## config.mk

```make
export PLATFORM = sky130hd
export DESIGN_NAME = usb_rx
export DESIGN_NICKNAME = d
export VERILOG_FILES = /design/src/rtl/usb_rx.sv
export SDC_FILE = /design/constraint.sdc
export NUM_CORES = 1
export LEC_CHECK = 0
export ABC_AREA = 1
export CELL_PAD_IN_SITES_DETAIL_PLACEMENT = 0
export CELL_PAD_IN_SITES_GLOBAL_PLACEMENT = 2
export CORE_ASPECT_RATIO = 0.5
export CORE_MARGIN = 2
export CORE_UTILIZATION = 35
export DETAILED_ROUTE_END_ITERATION = 16
export HOLD_SLACK_MARGIN = 0.08
export PLACE_DENSITY = 0.83
export SYNTH_ARGS = -nofsm -noshare
export SYNTH_HDL_FRONTEND = slang
export SYNTH_SLANG_ARGS = --single-unit
```

## constraint.sdc

```tcl
create_clock -name clk -period 2.2 [get_ports clk]
set_input_delay 0.22 -clock clk [delete_from_list [all_inputs] [get_ports clk]]
set_output_delay 0.22 -clock clk [all_outputs]
set_load 0.005 [all_outputs]
```

## src/rtl/usb_rx.sv

```systemverilog
// usb_rx: low-speed USB receiver. It covers line synchronisation, bit-clock
// recovery, NRZI decoding, SYNC detection, bit unstuffing, byte assembly and
// EOP detection.
// Optional feature: define USB_RX_ERR_CHECK_EN to report stuffing violations,
// malformed EOPs and partial bytes on 'error'. Without it, error is tied low
// and such packets end normally.
// Output protocol: valid is a one-cycle strobe qualifying data, and data holds
// until the next valid. eop and error are one-cycle strobes that never
// coincide with valid. active is high from the SYNC match until eop or error.
// There is no back-pressure, so the consumer must take each byte on valid.
package usb_rx_pkg;
  typedef struct packed {
    logic p;
    logic n;
  } d_port_t;

  typedef enum logic [1:0] {
    IDLE = 2'd0,
    SYNC = 2'd1,
    DATA = 2'd2,
    EOP  = 2'd3
  } rx_state_t;
endpackage

module usb_rx
  import usb_rx_pkg::*;
#(
  parameter int CLKS_PER_BIT = 16
) (
  input  logic       clk,
  input  logic       reset,
  input  d_port_t    d,
  output logic [7:0] data,
  output logic       valid,
  output logic       active,
  output logic       eop,
  output logic       error,
  output rx_state_t  fsm_state
);
  localparam int            PW        = (CLKS_PER_BIT > 1) ? $clog2(CLKS_PER_BIT) : 1;
  localparam logic [PW-1:0] PH_LAST   = PW'(CLKS_PER_BIT - 1);
  localparam logic [PW-1:0] PH_SAMPLE = PW'(CLKS_PER_BIT / 2);
  localparam d_port_t       LINE_J    = 2'b01;

  d_port_t       sync1, sync2, line_q;
  logic [PW-1:0] phase;
  rx_state_t     state, state_n;
  logic [7:0]    shift;
  logic [2:0]    bit_cnt;
  logic [2:0]    ones_cnt;
  logic          prev_k;
  logic          armed;

  logic transition, strobe;
  logic is_j, is_k, is_se0, jk;
  logic nrzi_bit, stuff_bit, stuff_err;
  logic sync_last, sync_match, keep_bit, eop_end;
  logic set_active, fire_valid, fire_eop, fire_error;

  // Two-flop synchronizer plus one history flop for transition detection
  always_ff @(posedge clk or negedge reset) begin
    if (!reset) begin
      sync1  <= LINE_J;
      sync2  <= LINE_J;
      line_q <= LINE_J;
    end else begin
      sync1  <= d;
      sync2  <= sync1;
      line_q <= sync2;
    end
  end

  // Bit-phase counter re-centred on every line transition
  always_ff @(posedge clk or negedge reset) begin
    if (!reset) begin
      phase <= '0;
    end else if (transition || phase == PH_LAST) begin
      phase <= '0;
    end else begin
      phase <= phase + 1'b1;
    end
  end

  assign transition = (sync2 != line_q);
  assign strobe     = (phase == PH_SAMPLE) && !transition;
  assign is_j       = !sync2.p &&  sync2.n;
  assign is_k       =  sync2.p && !sync2.n;
  assign is_se0     = !sync2.p && !sync2.n;
  assign jk         = is_j || is_k;
  // NRZI: an unchanged level decodes as 1 and a change decodes as 0.
  assign nrzi_bit   = (is_k == prev_k);
  // The sample after six decoded 1s is a stuffed bit and is never kept.
  assign stuff_bit  = (ones_cnt == 3'd6);
  assign sync_last  = strobe && jk && (bit_cnt == 3'd7);
  assign sync_match = sync_last && ({nrzi_bit, shift[7:1]} == 8'h80);
  assign keep_bit   = strobe && jk && !stuff_bit;
  assign eop_end    = strobe && jk;

`ifdef USB_RX_ERR_CHECK_EN
  logic se0_seen;
  assign stuff_err = strobe && jk && stuff_bit && nrzi_bit;

  // Remember the second SE0 of an EOP so the closing J can be validated
  always_ff @(posedge clk or negedge reset) begin
    if (!reset) begin
      se0_seen <= 1'b0;
    end else if (state == DATA) begin
      se0_seen <= 1'b0;
    end else if (state == EOP && strobe && is_se0) begin
      se0_seen <= 1'b1;
    end
  end
`else
  assign stuff_err = 1'b0;
`endif

  // FSM state register
  always_ff @(posedge clk or negedge reset) begin
    if (!reset) begin
      state <= IDLE;
    end else begin
      state <= state_n;
    end
  end

  // FSM next-state logic
  always_comb begin
    state_n = state;
    case (state)
      IDLE: if (strobe && is_k && armed) state_n = SYNC;
      SYNC: begin
        if (strobe && is_se0) state_n = IDLE;
        else if (sync_last)   state_n = sync_match ? DATA : IDLE;
      end
      DATA: begin
        if (strobe && is_se0) state_n = EOP;
        else if (stuff_err)   state_n = IDLE;
      end
      EOP:  if (eop_end) state_n = IDLE;
      default: state_n = IDLE;
    endcase
  end

  // FSM output decisions, registered into the strobes below
  always_comb begin
    set_active = 1'b0;
    fire_valid = 1'b0;
    fire_eop   = 1'b0;
    fire_error = 1'b0;
    case (state)
      SYNC: set_active = sync_match;
      DATA: begin
        fire_valid = keep_bit && (bit_cnt == 3'd7);
        fire_error = stuff_err;
      end
      EOP: begin
        if (eop_end) begin
`ifdef USB_RX_ERR_CHECK_EN
          if (se0_seen && is_j && bit_cnt == 3'd0) fire_eop = 1'b1;
          else                                      fire_error = 1'b1;
`else
          fire_eop = 1'b1;
`endif
        end
      end
      default: ;
    endcase
  end

  // Datapath: output strobes, byte assembly, NRZI history and idle arming
  always_ff @(posedge clk or negedge reset) begin
    if (!reset) begin
      data     <= 8'h00;
      valid    <= 1'b0;
      eop      <= 1'b0;
      error    <= 1'b0;
      active   <= 1'b0;
      shift    <= 8'h00;
      bit_cnt  <= 3'd0;
      ones_cnt <= 3'd0;
      prev_k   <= 1'b0;
      armed    <= 1'b0;
    end else begin
      valid <= fire_valid;
      eop   <= fire_eop;
      error <= fire_error;
      if (fire_valid) data <= {nrzi_bit, shift[7:1]};
      if (set_active)                active <= 1'b1;
      else if (fire_eop || fire_error) active <= 1'b0;
      if (strobe && jk) prev_k <= is_k;
      // A SYNC may only start from a J sampled while idle.
      if (state != IDLE) armed <= 1'b0;
      else if (strobe)   armed <= is_j;
      case (state)
        IDLE: begin
          if (strobe && is_k && armed) begin
            shift   <= {nrzi_bit, 7'd0};
            bit_cnt <= 3'd1;
          end
        end
        SYNC: begin
          if (strobe && jk) begin
            shift    <= {nrzi_bit, shift[7:1]};
            bit_cnt  <= bit_cnt + 3'd1;
            ones_cnt <= 3'd0;
          end
        end
        DATA: begin
          if (strobe && jk) begin
            if (stuff_bit) begin
              ones_cnt <= 3'd0;
            end else begin
              shift    <= {nrzi_bit, shift[7:1]};
              bit_cnt  <= bit_cnt + 3'd1;
              ones_cnt <= nrzi_bit ? ones_cnt + 3'd1 : 3'd0;
            end
          end
        end
        default: ;
      endcase
    end
  end

  assign fsm_state = state;
endmodule

```

* Word-level counts from Yosys, hierarchy flattened
Index checks and enable logic that the tools add are counted.
** Word-level totals
- Output and inout port bits :: 14
- Word-level logic and storage cells :: 95
- Flip-flop bits (word level) :: 39
** Operators by class
- $add $sub $neg :: 3
- Reductions and logical operators :: 27
- Eq/ne operators :: 17
- Multiplexer cells :: 31
** Operator list (count)
- 8-bit 2-to-1 mux :: 4
- 3-bit 2-to-1 mux :: 8
- 8-bit case mux with 3 select lines :: 1
- 1-bit logical AND :: 12
- 2-bit 2-to-1 mux :: 6
- 2-bit != test (second input constant) :: 6
- 3-bit case mux with 3 select lines :: 1
- 4-bit equality test (second input constant) :: 2
- 8-bit equality test (second input constant) :: 1
- 1-bit 2-to-1 mux :: 8
- 2-bit case mux with 4 select lines :: 1
- 2-bit nonzero test :: 4
- 3-bit by 1-bit adder with 3-bit output (second input constant) :: 2
- 3-bit equality test (second input constant) :: 2
- 3-bit case mux with 2 select lines :: 1
- 5-bit AND reduction :: 1
- 4-bit by 1-bit adder with 4-bit output (second input constant) :: 1
- 2-bit equality test (second input constant) :: 2
- 1-bit logical NOT :: 4
- 4-bit 2-to-1 mux :: 1
- 4-bit AND reduction :: 1
- 3-bit != test (second input constant) :: 1
- 3-bit AND reduction :: 1
- 3-bit nonzero test :: 1
- other kinds (5) :: 6

* Logic depth before layout (Yosys ltp)
Gate-level depths: netlist of run 1.
- Depth after elaboration :: 10
- Mapped depth :: 11
- Mapped depth without buffers :: 11

* Worst setup path before layout of run 1
Ideal clock, no wire load.
- Path kind :: reg2reg
- Start :: register sync2[0] in the netlist's numbering
- End :: register data[6]
- Library setup time :: 0.117 ns
- Stages on the path, launching flop included :: 9
- Buffers on the path :: 1
- Setup slack :: 0.502 ns
- Arrival time :: 1.581 ns
- Data required time :: 2.083 ns
- Path through :: dfstp_2 inv_1 ha_1 nand4_4 nor2_4 nand2_4 buf_6 nand2_1 o21ai_2
** Between the ends
- Cells in the longest elaborated chain, start to end :: 7
** Ends and longest elaborated chain
- from (decl) :: line 45 : d_port_t sync1, sync2, line_q;
- from (signal assigned) :: line 68 : sync2 <= sync1;
- 2-bit != test or 1-bit logical NOT (tied branches) :: line 84, 87
- 1-bit logical NOT or 1-bit logical AND (tied branches) :: line 85, 87
- 1-bit logical AND or 1-bit logical OR (tied branches) :: line 85, 89
- 1-bit logical AND * (2 in a row) :: line 96 : assign keep_bit = strobe && jk && !stuff_bit;
- 1-bit logical AND * :: line 153 : fire_valid = keep_bit && (bit_cnt == 3'd7);
- 1-bit 2-to-1 mux * :: line 150 : case (state)
- to (signal assigned) :: line 187 : if (fire_valid) data <= {nrzi_bit, shift[7:1]};
- to (decl) :: line 33 : output logic [7:0] data,
Mark *: on every way between the ends. The rest lies on a longest branch, timed or not.
A chain may end at the register's enable or synchronous reset.

==> results of run 1 <==
==> state kept, by name, summed over array words and instances (netlist names), 2 cells and up, named ones only <==
signal and flops:
sync1 2, line_q 2, sync2 2, phase 4
shift 7, data 8, bit_cnt 3, ones_cnt 3
==> metrics by stage <==
stage          total power, mW  setup WS, ps  utilization (%)
6_report                 1.301         287.1            43.78
5_1_grt                  1.372         92.43            43.78
4_1_cts                  1.328         260.1            43.78
3_5_place_dp            0.8159         263.1            41.78
3_3_place_gp            0.8136         300.9            41.78
2_1_floorplan           0.7830         501.7                -
==> area by class of cell <==
cell class	count	share of cell area, %
Sequential cell	38	43.03
Multi-Input combinational cell	123	35.36
Timing Repair Buffer	17	7.445
Inverter	36	6.091
Tap cell	70	3.948
Clock buffer	7	3.892
Clock inverter	1	0.2256
==> placed cells by master, fill, tap and decap left out <==
cell type	netlist	layout
nor2_4	2	2
xnor2_1	3	3
inv_1	36	36
nor2_1	13	13
dfrtp_1	35	35
nand2_1	42	42
nand4_4	1	1
clkbuf_8	0	6
dfstp_2	3	3
nand3_1	11	11
nand2_4	1	1
a21oi_1	2	2
nand4_1	3	3
nand3b_4	1	1
conb_1	1	1
xor2_1	1	1
o21ai_2	8	8
buf_2	0	1
xnor2_2	1	1
clkbuf_1	0	1
ha_1	15	15
o21ai_0	14	14
clkinv_2	0	1
dlygate4sd3_1	0	1
o21ai_1	2	2
nand2_2	1	1
clkdlybuf4s50_1	0	15
nor2_8	1	1
==> power by group <==
group / switching [mW] / internal [mW]
Sequential: 0.0132 / 0.716
Combinational: 0.0501 / 0.0221
Clock: 0.247 / 0.253
==> critical path: cells and delay by family (launching register included) <==
family	cells	cell delay, ps
flip-flops	1	580
AND/OR/NAND/NOR	6	690
buffers and inverters	1	70
XOR/XNOR	1	300
adder cells (fa/ha/maj)	1	250
==> cell families after synthesis <==
group,share of synthesized area [%]
other,0.1981
and+or+nand+nor,20.16
xor gates and xnor gates,2.710
adders and majority gates,9.914
AOI/OAI and AO/OA,8.460
buffers and inverters,8.130
DFF,50.43
==> final timing paths <==
path | startpoint | endpoint | slack, ps
setup / recovery | sync2[0]$_DFF_PN1_ | register | 290
hold / removal | d[0] | sync1[0]$_DFF_PN1_ | 330
setup reg to reg | sync2[0]$_DFF_PN1_ | register | 290
hold reg to reg | sync1[1]$_DFF_PN0_ | sync2[1]$_DFF_PN0_ | 360
max in group asynchronous | reset | phase[1]$_DFF_PN0_ | 1080
min in group asynchronous | reset | data[1]$_DFFE_PN0P_ | 580
==> routing by layer <==
layer	track usage (%)	vias to the layer above
met5	0	-
li1	-	657
met2	17.16	12
met1	17.11	609
met4	4.945	0
met3	5.738	6
==> synthesized netlist by cell type <==
cell      instances
buf_4             1
nand2_1          42
nand2_2           1
o21ai_2           8
xnor2_1           3
o21ai_1           2
inv_1            36
nand2_4           1
dfstp_2           3
nor2_4            2
buf_6             1
xor2_1            1
nand4_1           3
conb_1            1
ha_1             15
nor2_8            1
dfrtp_1          35
o21ai_0          14
a21oi_1           2
nand3_1          11
nand3b_4          1
xnor2_2           1
nand4_4           1
nor2_1           13
==> what timing repair did <==
action	in CTS	in global routing
setup buffers	0	0
hold endpoints to repair	35	0
hold buffers	1	0
==> impl_metrics.yaml, run 1 <==
synth:
  synth_seq_cells: 38
  avgSynthCellArea_um2: 9.513
  synth_top_cell_by_area: "dfrtp_1"
  yosys_warnings: 0
  synth.distinct_cells: 24
  synthTopCellsByArea: "dfrtp_1, ha_1, nand2_1"
  synthDominantCellAreaShare_pct: 46.27
  synth_cells: 199
  netlist_area_um2: 1893
  synth_fp_nets: 218
  ys_seq_area_share_pct: 50.43
layout:
  seq_area_um2: 954.7
  multiInputGateArea_um2: 784.5
  layout-drive-gt1-share_pct: 12.16
  instances_no_fill: 292
  fill_cells: 509
  antenna_cells: 0
  nets: 240
  stdcell_area_um2: 2218
  syn_to_final_growth_pct: 17.18
sta:
  rsz0062_at_grt: "false"
  worst_slew_pin_slew_ps: 866.2
  min_period_over_period_pct: 86.95
  max_freq_mhz: 522.8
  setup_violations: 0
  drv_slew: 0
  fin_hold_ws_ps: 326.1
  hold_violations: 0
  min_period_ps: 1913
  skew_ps: 9.543
  maxSlewHeadroom_pct: 42.25
  fin_setup_tns_ps: 0
placed_design:
  post-dp-hpwl_um: 2391
  placed_area_um2: 2117
  place_congestion: 0.7005
  place.port_buffers: 16
  placed_cells: 283
floorplan:
  pin_count: 18
  row_count: 18
  initial_core_util_pct: 37.36
  die_y_um: 56.01
  die_w_um: 108.0
  die_area_um2: 6049
  core_area_um2: 5067
hold_path:
  hold_path.class: "in2reg"
  hold_path_depth: 1
route:
  met1Wirelength_um: 1721
  maxUsedRoutingLayer: "met4"
  vias_per_cell: 4.397
  ant_nets: 0
  drc: 0
  drt-total-wl_um: 3289
  drt_iter0_markers: 50
  via_count: 1284
  wl_per_cell_um: 11.26
  dr.pass1.iters: 4
  dr_wl_met2_um: 1364
  dr_wl_met3_um: 141
clock_tree:
  cts_tree: "built"
  cts_resized: 0
  clockRootBuffer: "clkbuf_8"
  clk_path_buf_depth: 2
  clk_pin_slew_ps: 80
  cts.sinks: 38
  htreeDepth: 2
  clk_latency_ps: 300
  cts-buffers-inserted: 5
global_route:
  antenna_found_initial: 0
  grt_pass1_wl_um: 5671
  grt_max_degree: 39
  grt_pass1_vias: 1199
  track_usage_pct: 12.55
  globalRouteOverflowTotal: 0
critical_path:
  path_class: "reg2reg"
  crit_slowest_cell: "dfstp_2"
  critPathMaxFanout: 4
  required_ps: 2440
  crit_arrival_ps: 2160
  r2r_cells: 9
  worstSetupStartpointType: "register"
  critPathCaptureType: "register"
  cpPeakStageDelay_ps: 580
  crit_top_cell: "nand3_1"
  worstPathCellList: "inv_1 > ha_1 > xnor2_1 > nand3_1 > nor2_1 > nand3_1 > nor2_1 > nand3_1 > nand2_1"
power_and_ir_drop:
  leakage_nw: 1.102
  vdd_drop_max_mv: 0.2697
  powerDensity_nw_per_um2: 586.7
job:
  drv_cap: 0
run_status:
  status: "finished, final reports clean"
Power figures use the tool's default switching activity.
==> run 2: changes to the inputs <==
SKIP_LAST_GASP = 1   (was default)
==> results of run 2 <==
Same layout as run 1: the final DEF is identical, and so are final timing and power.
==> patch, RTL diff (settings of run 2) <==
Set the parameter `CLKS_PER_BIT` to 8 (it was 16).
--- a/src/rtl/usb_rx.sv
+++ b/src/rtl/usb_rx.sv
@@ -27,3 +27,3 @@
 #(
-  parameter int CLKS_PER_BIT = 16
+  parameter int CLKS_PER_BIT = 8
 ) (
Behaviour: no difference found for any inputs over 10 cycles, from zero or initial values and one cycle with reset low; that may be too few to reach the edited logic, so the function may still have changed.
==> patch against run 2 <==
- clock skew fell by 0.0026 ns
- design area fell by 1.3%
- synthesized area down 2.4%
- sequential share of layout area fell by 0.58 points
- wire length fell by 1.7%
- critical path type unchanged
- fmax grew 4.3%
- synthesized cell count is 2.5% lower
- setup slack improved by 0.079 ns
- sequential cell count is 1 lower
Power is not compared: it rests on default switching activity, and its combinational part moved more than twofold at a synthesized area within 25%.
==> patch: results (changes against run 2) <==
Family with the most delay on the worst path: flip-flops (was simple AND/OR/NAND/NOR gates)
PortBufs: 16 (unchanged)
Worst Tran Pin Value: 0.817 ns (was 0.866 ns)
Vias in the first global route: 1,227 (was 1,199)
Initial drt markers: 29 (was 50)
RePlAce Congestion: 0.710 (was 0.701)
Yosys warns: 0 (unchanged)
CTS clk-pin slew, worst paths: 0.07 ns
First drt pass iteration count: 4 (unchanged)
Status: complete, no violations (unchanged)
CTS buffer count: 5 (unchanged)
Drt wl/cell: 11.2 um (was 11.3 um)
Critical path class: flop to flop (unchanged)
Post-synth top cells: 43 x nand2_1, 35 x inv_1, 34 x dfrtp_1 (was 42 x nand2_1, 36 x inv_1, 35 x dfrtp_1)
Async SR Flop Fraction: 100% (unchanged)
Sequential element share of the synthesized area: 50.3% (was 50.4%)
Dpl hpwl: 2420 um (was 2390 um)
Post-synthesis mux area share: 0% (unchanged)
Synth area leaders: dfrtp_1 46%, ha_1 11%, nand2_1 8.7% (was dfrtp_1 46%, ha_1 9.9%, nand2_1 8.3%)
Setup Skew: 0.00695 ns (was 0.00954 ns)
Global-route usage over all layers: 12.5% (about the same)
Post-CTS Resized: 0 (unchanged)
Critical-path top delay cell: dfstp_2 (unchanged)
Leak Pwr: 1.10 nW
Largest net degree at the start of global routing: 38 (was 39)
Syn nets: 214 (was 218)
Maximum vdd drop: 317 uV
First-pass GRT wire length: 5750 um (was 5670 um)
Distinct cell type count after synthesis: 26 (was 24)
Compound-Gate Fraction of Synth Area: 8.81% (was 8.46%)
Layout cells sized above 1: 13.3% (was 12.2%)
Worst Path Max Fanout: 8 (was 4)
Worst hold path class: primary input to flop (unchanged)
Antenna violations before repair: 0 (unchanged)
Clk Latency, worst-skew pair: 0.29 ns
Clock root cell: clkbuf_8 (unchanged)
Final nets: 237 (was 240)
Via density per instance: 4.33 (was 4.40)
H-tree depth: 2 (unchanged)
DP Worst Slack: 0.355 ns (was 0.263 ns)
Max Buffers Root-to-Sink: 2 (unchanged)
Adder-cell share of the synthesized area: 10.8% (was 9.91%)
Regs by FF count: data: 8 flops, shift: 7 flops (was data: 8 flops, shift: 7 flops, phase: 4 flops)
XOR/XNOR share of the synthesized area: 1.83% (was 2.71%)
Diodes inserted: 0 (unchanged)
Slowest stage delay, CP: 0.58 ns (about the same)
## patch: timing repair
action                                 4_1_cts  5_1_grt
endpoints found under the hold margin       34        0
hold buffers                                 1        0
buffers inserted                             0        0
## patch: kinds of logic (layout without fill, tap and decap cells)
family	count (synthesis)	count (layout)
compound gates	26	26
xor+xnor	3	3
fa+ha+maj	16	16
buf+inv	38	62
flops	37	37
other cells	1	1
simple gates	73	73
## patch: cell type report
class | count | area (sq um)
Sequential cell | 37 | 930
Timing Repair Buffer | 18 | 173
Fill cell | 502 | 2810
Clock inverter | 1 | 5.00
Clock buffer | 7 | 96.3
Tap cell | 70 | 87.6
Multi-Input combinational cell | 119 | 763
Inverter | 36 | 135
## patch: metal layers
| layer | routed length [um] | global-route usage [%] |
|---|---|---|
| met4 | 27 | 5.01 |
| met2 | 1420 | 18.6 |
| met1 | 1680 | 17.0 |
| met5 | 0 | 0 |
| met3 | 113 | 3.78 |
## patch: stage by stage
step	instances	hold WS [ns]	utilization, %	instance area (sq um)	power, W
global route	288	0.346	43.8	2190	0.00191
detailed placement	279	0.350	41.6	2080	0.00127
global placement	279	0.333	41.6	2080	0.00126
finish	288	0.340	43.8	2190	0.00177
CTS	288	0.335	43.8	2190	0.00180
floorplan	194	-0.0756	-	1850	0.00114
## patch: final timing paths
kind | from | end | slack [ns] | depth (start not counted)
max reg2reg | sync2[0] | shift[1] | 0.37 | 7
max in group asynchronous | reset | phase[2] | 1.11 | 2
min in group asynchronous | reset | data[3] | 0.56 | 2
max | sync2[0] | shift[1] | 0.37 | 7
min reg2reg | sync1[0] | sync2[0] | 0.36 | 0
min | d[0] | sync1[0] | 0.34 | 1
## patch: power by group
group | internal (W) | switching, W
Combinational | 0.000151 | 0.000284
Sequential | 0.000754 | 0.0000624
Clock | 0.000283 | 0.000240
